<file path="src/rtl/arith_operand_stage_pkg.sv">
`default_nettype none
// ============================================================================
//  Module      : arith_operand_stage_pkg
//  Description : Shared constants for the add/sub operand issue stage:
//                data width, register count, register address width and
//                the add/subtract control encodings.
//  Revision    : 1.0  initial release
// ============================================================================
package arith_operand_stage_pkg;

  localparam int SIZE = 32;  // operand/data width in bits
  localparam int NREG = 32;  // number of architectural registers
  localparam int AW   = 5;   // register address width, log2(NREG)

  localparam logic CTRL_ADD = 1'b0;
  localparam logic CTRL_SUB = 1'b1;

  // True when a write port update targets the given read address.
  // Register 0 is never written, so it can never be a forwarding source.
  function automatic logic wr_hit(input logic          wen,
                                  input logic [AW-1:0] wa,
                                  input logic [AW-1:0] ra);
    return wen && (wa != '0) && (wa == ra);
  endfunction

endpackage : arith_operand_stage_pkg
`default_nettype wire

</file>
<file path="src/rtl/arith_operand_stage_rf_32x32.sv">
`default_nettype none
// ============================================================================
//  Module      : rf_32x32
//  Description : 32 x 32-bit register file with two combinational read
//                ports and one synchronous write port. Synchronous reset
//                clears every entry; register 0 always reads zero and
//                ignores writes.
//  Revision    : 1.0  initial release
// ============================================================================
module rf_32x32
  import arith_operand_stage_pkg::*;
(
  input  logic            clk,
  input  logic            rst,
  input  logic [AW-1:0]   ra0,
  output logic [SIZE-1:0] rd0,
  input  logic [AW-1:0]   ra1,
  output logic [SIZE-1:0] rd1,
  input  logic            wen,
  input  logic [AW-1:0]   wa,
  input  logic [SIZE-1:0] wd
);

  logic [SIZE-1:0] r_mem [NREG];

  // Storage update: reset clears everything, otherwise one write per cycle.
  always_ff @(posedge clk) begin
    if (rst) begin
      for (int i = 0; i < NREG; i++) begin
        r_mem[i] <= '0;
      end
    end else if (wen && (wa != '0)) begin
      r_mem[wa] <= wd;
    end
  end

  // Read ports: register 0 is forced to zero regardless of storage contents.
  always_comb begin
    rd0 = (ra0 == '0) ? '0 : r_mem[ra0];
    rd1 = (ra1 == '0) ? '0 : r_mem[ra1];
  end

endmodule : rf_32x32
`default_nettype wire

</file>
<file path="src/rtl/arith_operand_stage.sv">
`default_nettype none
// ============================================================================
//  Module      : arith_operand_stage
//  Description : Issue stage for the 32-bit add/sub unit. Reads two source
//                registers per accepted request and holds a, b and ctrl in a
//                one-deep valid/ready output register so the consumer can
//                stall. Writeback updates the register file every cycle,
//                independent of the handshake.
//  Config      : RF_BYPASS_EN - when defined, a write landing in the same
//                cycle as an accept is forwarded into the captured operand;
//                when undefined the old register value is captured.
//  Revision    : 1.0  initial release
// ============================================================================
module arith_operand_stage
  import arith_operand_stage_pkg::*;
(
  input  logic            clk,
  input  logic            rst,
  input  logic            in_valid,
  output logic            in_ready,
  input  logic [AW-1:0]   rs,
  input  logic [AW-1:0]   rt,
  input  logic            ctrl_in,
  input  logic            wen,
  input  logic [AW-1:0]   wa,
  input  logic [SIZE-1:0] wd,
  output logic            out_valid,
  input  logic            out_ready,
  output logic [SIZE-1:0] a,
  output logic [SIZE-1:0] b,
  output logic            ctrl
);

  logic [SIZE-1:0] w_rf_a;
  logic [SIZE-1:0] w_rf_b;
  logic [SIZE-1:0] w_op_a;
  logic [SIZE-1:0] w_op_b;
  logic            w_accept;

  logic            r_out_valid;
  logic [SIZE-1:0] r_a;
  logic [SIZE-1:0] r_b;
  logic            r_ctrl;

  rf_32x32 u_rf (
    .clk (clk),
    .rst (rst),
    .ra0 (rs),
    .rd0 (w_rf_a),
    .ra1 (rt),
    .rd1 (w_rf_b),
    .wen (wen),
    .wa  (wa),
    .wd  (wd)
  );

  // Operand select: forward same-cycle write data, or use the stored value.
  always_comb begin
`ifdef RF_BYPASS_EN
    w_op_a = wr_hit(wen, wa, rs) ? wd : w_rf_a;
    w_op_b = wr_hit(wen, wa, rt) ? wd : w_rf_b;
`else
    w_op_a = w_rf_a;
    w_op_b = w_rf_b;
`endif
  end

  // Handshake: the output register frees up when empty or being drained.
  always_comb begin
    in_ready = !r_out_valid || out_ready;
    w_accept = in_valid && in_ready;
  end

  // Output register: capture on accept, empty on transfer, hold on stall.
  // Operands are snapshots, so later writes never disturb a held request.
  always_ff @(posedge clk) begin
    if (rst) begin
      r_out_valid <= 1'b0;
      r_a         <= '0;
      r_b         <= '0;
      r_ctrl      <= CTRL_ADD;
    end else if (w_accept) begin
      r_out_valid <= 1'b1;
      r_a         <= w_op_a;
      r_b         <= w_op_b;
      r_ctrl      <= ctrl_in;
    end else if (out_ready) begin
      r_out_valid <= 1'b0;
    end
  end

  assign out_valid = r_out_valid;
  assign a         = r_a;
  assign b         = r_b;
  assign ctrl      = r_ctrl;

endmodule : arith_operand_stage
`default_nettype wire

</file>
<file path="config.mk">
export PLATFORM = sky130hd
export DESIGN_NAME = arith_operand_stage
export DESIGN_NICKNAME = d
export VERILOG_FILES = /design/src/rtl/arith_operand_stage_pkg.sv /design/src/rtl/arith_operand_stage_rf_32x32.sv /design/src/rtl/arith_operand_stage.sv
export SDC_FILE = /design/constraint.sdc
export NUM_CORES = 2
export LEC_CHECK = 0
export ABC_CLOCK_PERIOD_IN_PS = 3100
export BUFFER_PORTS_ARGS = -buffer_cell sky130_fd_sc_hd__buf_4
export CAP_MARGIN = 20
export CORE_UTILIZATION = 60
export CTS_CLUSTER_SIZE = 10
export DETAILED_ROUTE_END_ITERATION = 10
export PLACE_DENSITY = 0.77
export SYNTH_ARGS = -nofsm -noshare
export SYNTH_HDL_FRONTEND = slang
export SYNTH_SLANG_ARGS = --single-unit
</file>
<file path="constraint.sdc">
create_clock -name clk -period 3.1 [get_ports clk]
set_input_delay 0.775 -clock clk [delete_from_list [all_inputs] [get_ports clk]]
set_output_delay 0.775 -clock clk [all_outputs]
set_load 0.05 [all_outputs]
</file>
==> flow_summary.toml <==
[place]
dpl_cell_area_um2 = 59800
io_buffers = 119
gp_congestion = 0.957
dp_hpwl_mm = 110
pre_cts_ws_ns = 0.0853

[layout]
fin_area_um2 = 63400
layout-drive-gt1-share = 0.284
fillCellCount = 5902
area_growth_syn_to_layout_pct = 13.1
fin_nets = 3794

[timing]
finalCritPeriodShare = 0.809
slew_headroom = 0.454
final_max_slew_viol_count = 0
finalCriticalPeriod_ns = 2.51
fin_ws_ns = 0.593
fin_worst_skew_ns = 0.0305
max_freq_mhz = 399
finalSetupViolations = 0
tns_ns = 0
tightest_slew_ns = 0.819
hold_viol = 0
rsz0062_at_grt = "false"

[floorplanning]
core_um2 = 92100
dieArea_um2 = 94600
rows = 111
start_util = 0.609
die_h_um = 308
die_w_um = 308
pin_count = 120

[logic_synthesis]
syn_area_um2 = 56000
ys_seq_area_frac = 0.572
yosysTopAreaCell = "edfxtp_1"
synthCells = 3635
synth-seq-cells = 1090
yosys.cell_count.top_type = "edfxtp_1"
synth_area_leaders = "edfxtp_1 (55%), mux4_2 (19%), and2_1 (11%)"
syn_avg_cell_area_um2 = 15.4
synthDistinctLibCells = 42
async_flop_share = 0
synth-main-ff-cell = "edfxtp_1"
yosys_warnings = 0
ys_top_cells_by_count = "edfxtp_1 (1024), and2_1 (993), mux4_2 (479), clkbuf_1 (280), mux2i_1 (130)"
synth-edff-count = 1024
yosysTopAreaCellShare = 0.549

[detailed_routing]
wl_per_cell_um = 34.8
ant_nets = 0
drc_errors = 0
drtPass1Iterations = 6
vias = 36400
via_per_inst = 7.13
drt-initial-drc-count = 5366
drt-total-wl_mm = 177

[worst_setup_path]
required_ns = 2.32
path_class = "register to output port"
cp-start-kind = "register"
arrival_ns = 1.73
critPathMaxFanout = 5
end_kind = "output port"

[cts]
post_cts_resize_count = 0
worstSkewPairLatency_ns = 0.72
cts_made_buffers = 120
cts_hold_buf = 0
numClockSinks = 1090
path_clk_slew_ns = 0.06
clock_path_buffers = 3
cts_tree = "yes"
post-cts-setup-buffers = 0
root_buffer = "clkbuf_16"
htreeDepth = 3

[power_and_ir_drop]
powerDensity_nw_per_um2 = 553
peakVddDrop_v = 0.000496
power_leakage_nw = 22.2

[global_route]
grt_pass1_wl_mm = 253
grt_pass1_vias = 36900
antenna_found_initial = 15
overflow = 0
grt_max_degree = 54
grt_usage = 0.378

[hold_path]
hold_path.class = "input port to register"

[flow_run]
drv_cap = 0

[status]
status = "completed"
-- where the power goes --
group          switching [W]  internal, W  total (W)
sequential          0.000548       0.0169     0.0175
combinational        0.00245      0.00189    0.00434
clock                0.00569      0.00751     0.0132
-- sequential cells by signal (all words and copies together) (netlist names) --
signal	cells
u_rf.r_mem	1024
ctrl	1
a	32
out_valid	1
b	32
-- kinds of logic after synthesis --
family / after synthesis / synth area share
and+or+nand+nor: 1158 / 0.125
buffers and inverters: 422 / 0.0329
other: 1 / 0.0000669
AOI/OAI and AO/OA: 289 / 0.0408
DFF: 1090 / 0.572
muxes: 675 / 0.229
-- through the flow --
step	total power (W)	util	std cells	hold WS, ns
finish	0.0350	0.688	5095	0.299
global route	0.0357	0.688	5086	0.307
CTS	0.0349	0.688	5086	0.282
detailed placement	0.0220	0.650	4862	0.472
global placement	0.0218	0.650	4862	0.446
floorplan	0.0202	-	3666	0.671
-- area by class of cell --
type / instances / area, um^2 / area share
diodes: 9 / 22.5 / 0.000355
clock buffers: 222 / 3510 / 0.0554
clock inverters: 2 / 17.5 / 0.000276
inverters: 33 / 124 / 0.00195
multi-input cells: 2154 / 22400 / 0.354
flip-flops and latches: 1090 / 32100 / 0.506
well taps: 1243 / 1560 / 0.0245
repair buffers: 342 / 3640 / 0.0574
-- layout by cell type (no fill, tap or decap), types with 32 or more instances in the layout --
master     instances
clkbuf_1          95
mux2i_1          130
o221ai_1          32
buf_4            254
a22o_1            62
a22oi_1           33
mux2_2            66
conb_1            32
mux4_2           479
and2_1           992
edfxtp_1        1024
clkbuf_16        125
nand2_1           69
buf_12            83
dfxtp_1           66
o211ai_1          32
-- metal layers --
metal	track usage	part of all wire	up-vias
met3	0.0873	0.13	697
met2	0.572	0.45	3089
met1	0.486	0.34	18300
li1	-	-	14200
met5	0	0.00037	-
met4	0.268	0.081	10
-- path summary, 6_finish.rpt --
check / cells past startpoint / slack, ns / end / start
max: 4 / 0.59 / in_ready / out_valid
max reg2reg: 7 / 0.81 / b[21] / out_valid
min: 2 / 0.30 / out_valid / rst
min reg2reg: 2 / 0.48 / a[28] / a[28]
-- worst max-delay path, stage by stage, from the launching register on --
cell and delay (ns):
dfxtp_1 0.31, nor2b_1 0.13, buf_4 0.15, inv_1 0.18, buf_4 0.24
(Power assumes the default switching activity.)
